[src/rtl/unary_pkg.sv]
// Shared definitions for the unary stream feeder: operand width, FSM states
// and the DRAIN watchdog limit.
package unary_pkg;

  localparam int W = 12;

  typedef enum logic [2:0] {
    IDLE,
    STREAM,
    FLUSH,
    DRAIN,
    DONE
  } state_t;

  function automatic int unsigned wd_limit(input int unsigned w);
    return (32'd1 << w) + 32'd2;
  endfunction

  // A healthy drain lasts at most 2^W+1 cycles, so reaching this means the adder is stuck.
  localparam int unsigned WD_LIMIT = wd_limit(W);

endpackage

[src/rtl/unary_stream_feeder_if.sv]
// Operand/result handshakes plus the unary adder pins, bundled for the feeder.
interface unary_stream_feeder_if #(
  parameter int W = unary_pkg::W
);

  logic         op_valid;
  logic         op_ready;
  logic [W-1:0] op_a;
  logic [W-1:0] op_b;
  logic         A;
  logic         B;
  logic         en;
  logic         read_or_write;
  logic         dout;
  logic         C;
  logic         res_valid;
  logic         res_ready;
  logic [W-1:0] res_sum;
  logic         res_carry;
  logic         res_err;

  modport master (
    output op_valid, op_a, op_b, res_ready, dout, C,
    input  op_ready, A, B, en, read_or_write, res_valid, res_sum, res_carry, res_err
  );

  modport slave (
    input  op_valid, op_a, op_b, res_ready, dout, C,
    output op_ready, A, B, en, read_or_write, res_valid, res_sum, res_carry, res_err
  );

endinterface

[src/rtl/unary_pulse_gen.sv]
// Loadable down-counter that emits one registered pulse per remaining count.
module unary_pulse_gen #(
  parameter int W = 12
) (
  input  logic         clk,
  input  logic         rst,
  input  logic         load,
  input  logic         dec,
  input  logic         active,
  input  logic [W-1:0] val,
  output logic         more,
  output logic         pulse
);

  logic [W-1:0] cnt_q, cnt_d;
  logic         pulse_q, pulse_d;

  always_comb begin
    cnt_d = cnt_q;
    if (load) begin
      cnt_d = val;
    end else if (dec && (cnt_q != '0)) begin
      cnt_d = cnt_q - 1'b1;
    end
  end

  // more looks one cycle ahead so the pulse can be registered.
  assign more    = (cnt_d != '0);
  assign pulse_d = active && more;
  assign pulse   = pulse_q;

  always_ff @(posedge clk) begin
    if (rst) begin
      cnt_q   <= '0;
      pulse_q <= 1'b0;
    end else begin
      cnt_q   <= cnt_d;
      pulse_q <= pulse_d;
    end
  end

endmodule

[src/rtl/unary_stream_feeder.sv]
// Converts a binary operand pair to unary streams for the adder, drains the
// adder's unary result back to binary and checks it against a direct sum.
module unary_stream_feeder #(
  parameter int W = unary_pkg::W
) (
  input  logic                clk,
  input  logic                rst,
  unary_stream_feeder_if.slave bus
);
  import unary_pkg::*;

  localparam int DCNT_W = W + 2;
  localparam logic [DCNT_W-1:0] DCNT_ONE = DCNT_W'(1);
  localparam logic [DCNT_W-1:0] DCNT_TWO = DCNT_W'(2);
  localparam logic [DCNT_W-1:0] DCNT_WD  = DCNT_W'(wd_limit(W));

  state_t              state_q, state_d;
  logic                op_ready_q, op_ready_d;
  logic                en_q, en_d;
  logic                rw_q, rw_d;
  logic                valid_q, valid_d;
  logic                carry_q, carry_d;
  logic                err_q, err_d;
  logic [W-1:0]        sum_q, sum_d;
  logic [W:0]          exp_q, exp_d;
  logic [DCNT_W-1:0]   dcnt_q, dcnt_d;
  logic                load, dec, active;
  logic                more_a, more_b, pulse_a, pulse_b;

  assign load   = (state_q == IDLE) && bus.op_valid;
  assign dec    = (state_q == STREAM);
  assign active = (state_d == STREAM);

  unary_pulse_gen #(.W(W)) u_gen_a (
    .clk(clk), .rst(rst), .load(load), .dec(dec), .active(active),
    .val(bus.op_a), .more(more_a), .pulse(pulse_a)
  );

  unary_pulse_gen #(.W(W)) u_gen_b (
    .clk(clk), .rst(rst), .load(load), .dec(dec), .active(active),
    .val(bus.op_b), .more(more_b), .pulse(pulse_b)
  );

  always_comb begin
    state_d = state_q;
    sum_d   = sum_q;
    carry_d = carry_q;
    err_d   = err_q;
    exp_d   = exp_q;
    dcnt_d  = dcnt_q;
    case (state_q)
      IDLE: begin
        if (bus.op_valid) begin
          sum_d   = '0;
          carry_d = 1'b0;
          err_d   = 1'b0;
          dcnt_d  = '0;
          exp_d   = {1'b0, bus.op_a} + {1'b0, bus.op_b};
          state_d = ((bus.op_a == '0) && (bus.op_b == '0)) ? FLUSH : STREAM;
        end
      end
      STREAM: begin
        carry_d = carry_q | bus.C;
        if (!more_a && !more_b) state_d = FLUSH;
      end
      FLUSH: begin
        carry_d = carry_q | bus.C;
        dcnt_d  = DCNT_ONE;
        state_d = DRAIN;
      end
      DRAIN: begin
        dcnt_d = dcnt_q + 1'b1;
        // The first drain cycle still shows dout from the accumulate phase.
        if ((dcnt_q >= DCNT_TWO) && bus.dout) sum_d = sum_q + 1'b1;
        if (dcnt_q == DCNT_WD) begin
          err_d   = 1'b1;
          state_d = DONE;
        end else if ((dcnt_q >= DCNT_TWO) && !bus.dout) begin
          err_d   = (sum_d != exp_q[W-1:0]) || (carry_q != exp_q[W]);
          state_d = DONE;
        end
      end
      DONE: begin
        if (bus.res_ready) state_d = IDLE;
      end
      default: state_d = IDLE;
    endcase

    op_ready_d = (state_d == IDLE);
    en_d       = (state_d == STREAM) || (state_d == FLUSH) || (state_d == DRAIN);
    rw_d       = (state_d == DRAIN);
    valid_d    = (state_d == DONE);
  end

  always_ff @(posedge clk) begin
    if (rst) begin
      state_q    <= IDLE;
      op_ready_q <= 1'b1;
      en_q       <= 1'b0;
      rw_q       <= 1'b0;
      valid_q    <= 1'b0;
      sum_q      <= '0;
      carry_q    <= 1'b0;
      err_q      <= 1'b0;
      exp_q      <= '0;
      dcnt_q     <= '0;
    end else begin
      state_q    <= state_d;
      op_ready_q <= op_ready_d;
      en_q       <= en_d;
      rw_q       <= rw_d;
      valid_q    <= valid_d;
      sum_q      <= sum_d;
      carry_q    <= carry_d;
      err_q      <= err_d;
      exp_q      <= exp_d;
      dcnt_q     <= dcnt_d;
    end
  end

  assign bus.op_ready      = op_ready_q;
  assign bus.A             = pulse_a;
  assign bus.B             = pulse_b;
  assign bus.en            = en_q;
  assign bus.read_or_write = rw_q;
  assign bus.res_valid     = valid_q;
  assign bus.res_sum       = sum_q;
  assign bus.res_carry     = carry_q;
  assign bus.res_err       = err_q;

endmodule
[src/flat_wrapper.sv]
// flat-port wrapper written by rule: the top's interface ports become plain ports
module unary_stream_feeder_flat import unary_pkg::*;
#(
  parameter int W = unary_pkg::W
)
  (clk, rst, bus_op_valid, bus_op_a, bus_op_b, bus_res_ready, bus_dout, bus_C, bus_op_ready, bus_A, bus_B, bus_en, bus_read_or_write, bus_res_valid, bus_res_sum, bus_res_carry, bus_res_err);
  unary_stream_feeder_if #(.W(W)) bus_i ();
  input  logic clk;
  input  logic rst;
  input wire logic [$bits(bus_i.op_valid)-1:0] bus_op_valid;
  input wire logic [$bits(bus_i.op_a)-1:0] bus_op_a;
  input wire logic [$bits(bus_i.op_b)-1:0] bus_op_b;
  input wire logic [$bits(bus_i.res_ready)-1:0] bus_res_ready;
  input wire logic [$bits(bus_i.dout)-1:0] bus_dout;
  input wire logic [$bits(bus_i.C)-1:0] bus_C;
  output wire logic [$bits(bus_i.op_ready)-1:0] bus_op_ready;
  output wire logic [$bits(bus_i.A)-1:0] bus_A;
  output wire logic [$bits(bus_i.B)-1:0] bus_B;
  output wire logic [$bits(bus_i.en)-1:0] bus_en;
  output wire logic [$bits(bus_i.read_or_write)-1:0] bus_read_or_write;
  output wire logic [$bits(bus_i.res_valid)-1:0] bus_res_valid;
  output wire logic [$bits(bus_i.res_sum)-1:0] bus_res_sum;
  output wire logic [$bits(bus_i.res_carry)-1:0] bus_res_carry;
  output wire logic [$bits(bus_i.res_err)-1:0] bus_res_err;
  assign bus_i.op_valid = bus_op_valid;
  assign bus_i.op_a = bus_op_a;
  assign bus_i.op_b = bus_op_b;
  assign bus_i.res_ready = bus_res_ready;
  assign bus_i.dout = bus_dout;
  assign bus_i.C = bus_C;
  assign bus_op_ready = bus_i.op_ready;
  assign bus_A = bus_i.A;
  assign bus_B = bus_i.B;
  assign bus_en = bus_i.en;
  assign bus_read_or_write = bus_i.read_or_write;
  assign bus_res_valid = bus_i.res_valid;
  assign bus_res_sum = bus_i.res_sum;
  assign bus_res_carry = bus_i.res_carry;
  assign bus_res_err = bus_i.res_err;
  unary_stream_feeder #(.W(W)) u_core (.clk(clk), .rst(rst), .bus(bus_i));
endmodule
[config.mk]
export PLATFORM = sky130hd
export DESIGN_NAME = unary_stream_feeder_flat
export DESIGN_NICKNAME = d
export VERILOG_FILES = /design/src/rtl/unary_pkg.sv /design/src/rtl/unary_stream_feeder_if.sv /design/src/rtl/unary_pulse_gen.sv /design/src/rtl/unary_stream_feeder.sv /design/src/flat_wrapper.sv
export SDC_FILE = /design/constraint.sdc
export NUM_CORES = 1
export LEC_CHECK = 0
export ABC_AREA = 1
export CORE_UTILIZATION = 25
export CTS_CLUSTER_DIAMETER = 150
export DETAILED_ROUTE_END_ITERATION = 6
export DONT_BUFFER_PORTS = 1
export SETUP_SLACK_MARGIN = 0.02
export SLEW_MARGIN = 40
export SYNTH_ARGS = -nofsm -noshare
export SYNTH_HDL_FRONTEND = slang
export SYNTH_SLANG_ARGS = --single-unit
[constraint.sdc]
create_clock -name clk -period 2.1 [get_ports clk]
set_input_delay 0.42 -clock clk [delete_from_list [all_inputs] [get_ports clk]]
set_output_delay 0.42 -clock clk [all_outputs]
set_load 0.005 [all_outputs]
==> out/results.ini <==
[timing]
max_slew_margin_pct = 59.8
hold_viol_final = 0
setup_ws_ns = -0.0377
fmax_mhz = 468
maxSlewViolCount = 0
setup_violations = 5
period_share_pct = 102
period_needed_ns = 2.14
rsz0062_at_grt = true
holdWs_ns = 0.146
skew_ns = 0.00713
worst_pin_slew_ns = 0.599

[cells_and_area]
n_fill_cell = 2081
multi_input_area_mm2 = 0.00351
num_antenna_cells = 0
drive_above_1_share_pct = 30.9
syn_to_final_growth_pct = 38.7
fin_cells = 1172
finish.utilization_pct = 35.5
regArea_mm2 = 0.00150
nets = 950

[floorplanning]
dieArea_mm2 = 0.0206
die_h_um = 144
start_util_pct = 25.6
io-pin-count = 50
die_w_um = 144
coreArea_mm2 = 0.0196
num_rows = 51

[critical_path]
worst_r2r_path_depth = 16
cp.required_ns = 2.38
worstPathMaxFanout = 7
cp_slowest_cell = dfxtp_4
timing.rr.start = u_core.state_q[2]$_SDFF_PP0_
crit_buf_inv = 4
setup.worst_path.start_class = flip-flop
crit_chain = buf_6 -> nor3_4 -> inv_2 -> buf_6 -> a21oi_2 -> buf_6 -> o211ai_1 -> nand2_1 -> nand3_2 -> nor2_4 -> nand2_2 -> nand2_4 -> nand2_4 -> nor2_4 -> nand2_1 -> nand2_1
reg2reg_slack_ns = -0.04
cp-end-kind = flip-flop
reg2reg_to = u_core.bus.op_ready$_SDFF_PP1_
worst-setup-path-type = flip-flop to flip-flop
critical_path.top_delay_family = simple AND/OR/NAND/NOR gates
cp.arrival_ns = 2.42
cpPeakStageDelay_ns = 0.36

[clocking]
cts_buffer_depth = 2
cts-root-buf = clkbuf_16
clk_pin_slew_ns = 0.06
h-tree-depth = 3
cts_hold_buffers = 0
numCtsBuffers = 9
clk_latency_ns = 0.34
cts_tree = yes
clock_sinks = 74

[global_route]
use_met3_pct = 3.80
antenna_found_initial = 0
grtUsageTotal_pct = 15.1
grt_pass1_vias = 4985
grt_max_degree = 52
use_met2_pct = 23.2
busiest_layer = met2
grt_pass1_wl_um = 24200
grtUsageMet1_pct = 21.1
grt_overflow = 0

[job]
cap_violations = 0

[synthesis]
synthMuxAreaShare_pct = 0
synthXorXnorAreaFrac_pct = 4.71
synthAdderAreaFrac_pct = 4.64
synth_warnings = 0
synthDistinctLibCells = 41
yosysTopAreaCellShare_pct = 29.5
yosysMostFrequentCell = nand2_1
syn_area_per_cell_um2 = 6.29
synth_seq_area_share_pct = 29.5
synth_top_family_by_area = simple AND/OR/NAND/NOR gates
yosys.area_share.simple_pct = 39.5
synth_compound_area_share_pct = 12.2
syn_nets = 846
ys_ff_latch = 74
async_flop_share_pct = 0
yosys.area.top_type = dfxtp_1
yosys-top-cells-area = dfxtp_1 30%, nand2_1 16%, nand3_1 7.4%
synth_flop_cell = dfxtp_1
netlist_instances = 798
synth_edf_count = 0
ys_top_cells_by_count = 218 x nand2_1, 91 x nor2_1, 90 x inv_1
synth_area_mm2 = 0.00502

[worst_hold_path]
min_path_cells = 1
worstHoldStart = rst
min_to = u_core.bus.res_sum[9]$_SDFFE_PP0P_
hp-class = primary input to flip-flop

[power_and_ir_drop]
leakage_nw = 3.13
vdd_drop_max_v = 0.000453
powerDensity_mw_per_mm2 = 671

[drt]
antenna_left = 0
vias = 5422
wl_per_cell_um = 13.2
drcViolationCount = 0
wl_um = 15500
vias_per_cell = 4.63
drt_iter0_drc = 357
firstDrtPassIters = 5

[run_status]
status = finished with violations
violations = negative setup slack

[placed_design]
place_ws_ns = -0.106
place_hpwl_um = 11200
gp_congestion = 0.878
dpl.cell_count = 1117
port_buffers = 0

-- sequential cells by signal (all words and copies together), names as in the netlist --
register / flops
u_core.dcnt_q: 14
u_core.exp_q: 13
u_core.bus.res_sum: 12
u_core.u_gen_a.cnt_q: 12
u_core.u_gen_b.cnt_q: 12
u_core.state_q: 3
u_core.bus.en: 1
u_core.bus.op_ready: 1
u_core.bus.read_or_write: 1
u_core.bus.res_carry: 1
u_core.bus.res_err: 1
u_core.bus.res_valid: 1
u_core.u_gen_a.pulse: 1
u_core.u_gen_b.pulse: 1
-- kinds of logic (layout without fill, tap and decap cells) --
| group | count (synthesis) | in the layout |
|---|---|---|
| AO/OA/AOI/OAI | 110 | 110 |
| XOR/XNOR | 27 | 27 |
| adder cells (fa/ha/maj) | 18 | 18 |
| buffers and inverters | 119 | 227 |
| flip-flops | 74 | 74 |
| AND/OR/NAND/NOR | 450 | 451 |
-- final cells by class --
class | count | area share, %
clock inverters | 4 | 0.737
inverters | 98 | 5.47
flip-flops and latches | 74 | 21.6
multi-input cells | 606 | 50.5
well taps | 265 | 4.77
clock buffers | 12 | 3.54
repair buffers | 113 | 13.4
-- per-layer routing --
metal  wire, um  up-vias
met1       7380     2468
met2       6940      149
li1           -     2795
met3       1050       10
met4        150        0
met5          0        -
-- through the flow --
stage,total power [mW],instance area [um2],setup TNS [ns]
finish,4.67,6960,-0.0846
detailed placement,2.77,5840,-0.478
global route,4.93,6960,-1.28
global placement,2.77,5840,-0.513
floorplan,2.38,5020,0
CTS,4.47,6400,0
-- placed cells by master (no fill, tap or decap), types with 19 or more instances in the layout --
cell type,n
nand2_1,173
buf_4,95
inv_1,82
nor2_1,69
dfxtp_1,62
nand3_1,59
a21oi_1,54
nand2_2,38
nor2_2,23
o21ai_0,19
xor2_1,19
-- worst max-delay path by stage --
stage                                       start                        endpoint  slack, ns  depth (start not counted)
4_1_cts              u_core.state_q[2]$_SDFF_PP0_  u_core.bus.op_ready$_SDFF_PP1_     0.0006                         17
3_3_place_gp   u_core.u_gen_a.cnt_q[1]$_SDFF_PP0_  u_core.bus.op_ready$_SDFF_PP1_      -0.11                         19
3_5_place_dp                          bus_op_b[2]   u_core.exp_q[12]$_SDFFE_PP0P_      -0.11                         12
6_report             u_core.state_q[2]$_SDFF_PP0_  u_core.bus.op_ready$_SDFF_PP1_      -0.04                         16
5_1_grt              u_core.state_q[2]$_SDFF_PP0_  u_core.bus.op_ready$_SDFF_PP1_      -0.21                         16
2_1_floorplan                         bus_op_b[0]   u_core.exp_q[10]$_SDFFE_PP0P_       0.02                         11
-- power by group --
group	switching [mW]	internal [mW]	total [mW]
clock network	0.611	0.954	1.56
registers	0.0751	1.49	1.57
logic	0.842	0.692	1.53
total	1.53	3.14	4.67
-- what timing repair did --
item                       CTS  global route
gates cloned                 1             1
buffers inserted            17            25
hold endpoints to repair     0             0
resized for setup           46           123
pin swaps                   28            53
setup endpoints to repair    8            18
(Power assumes the default switching activity.)
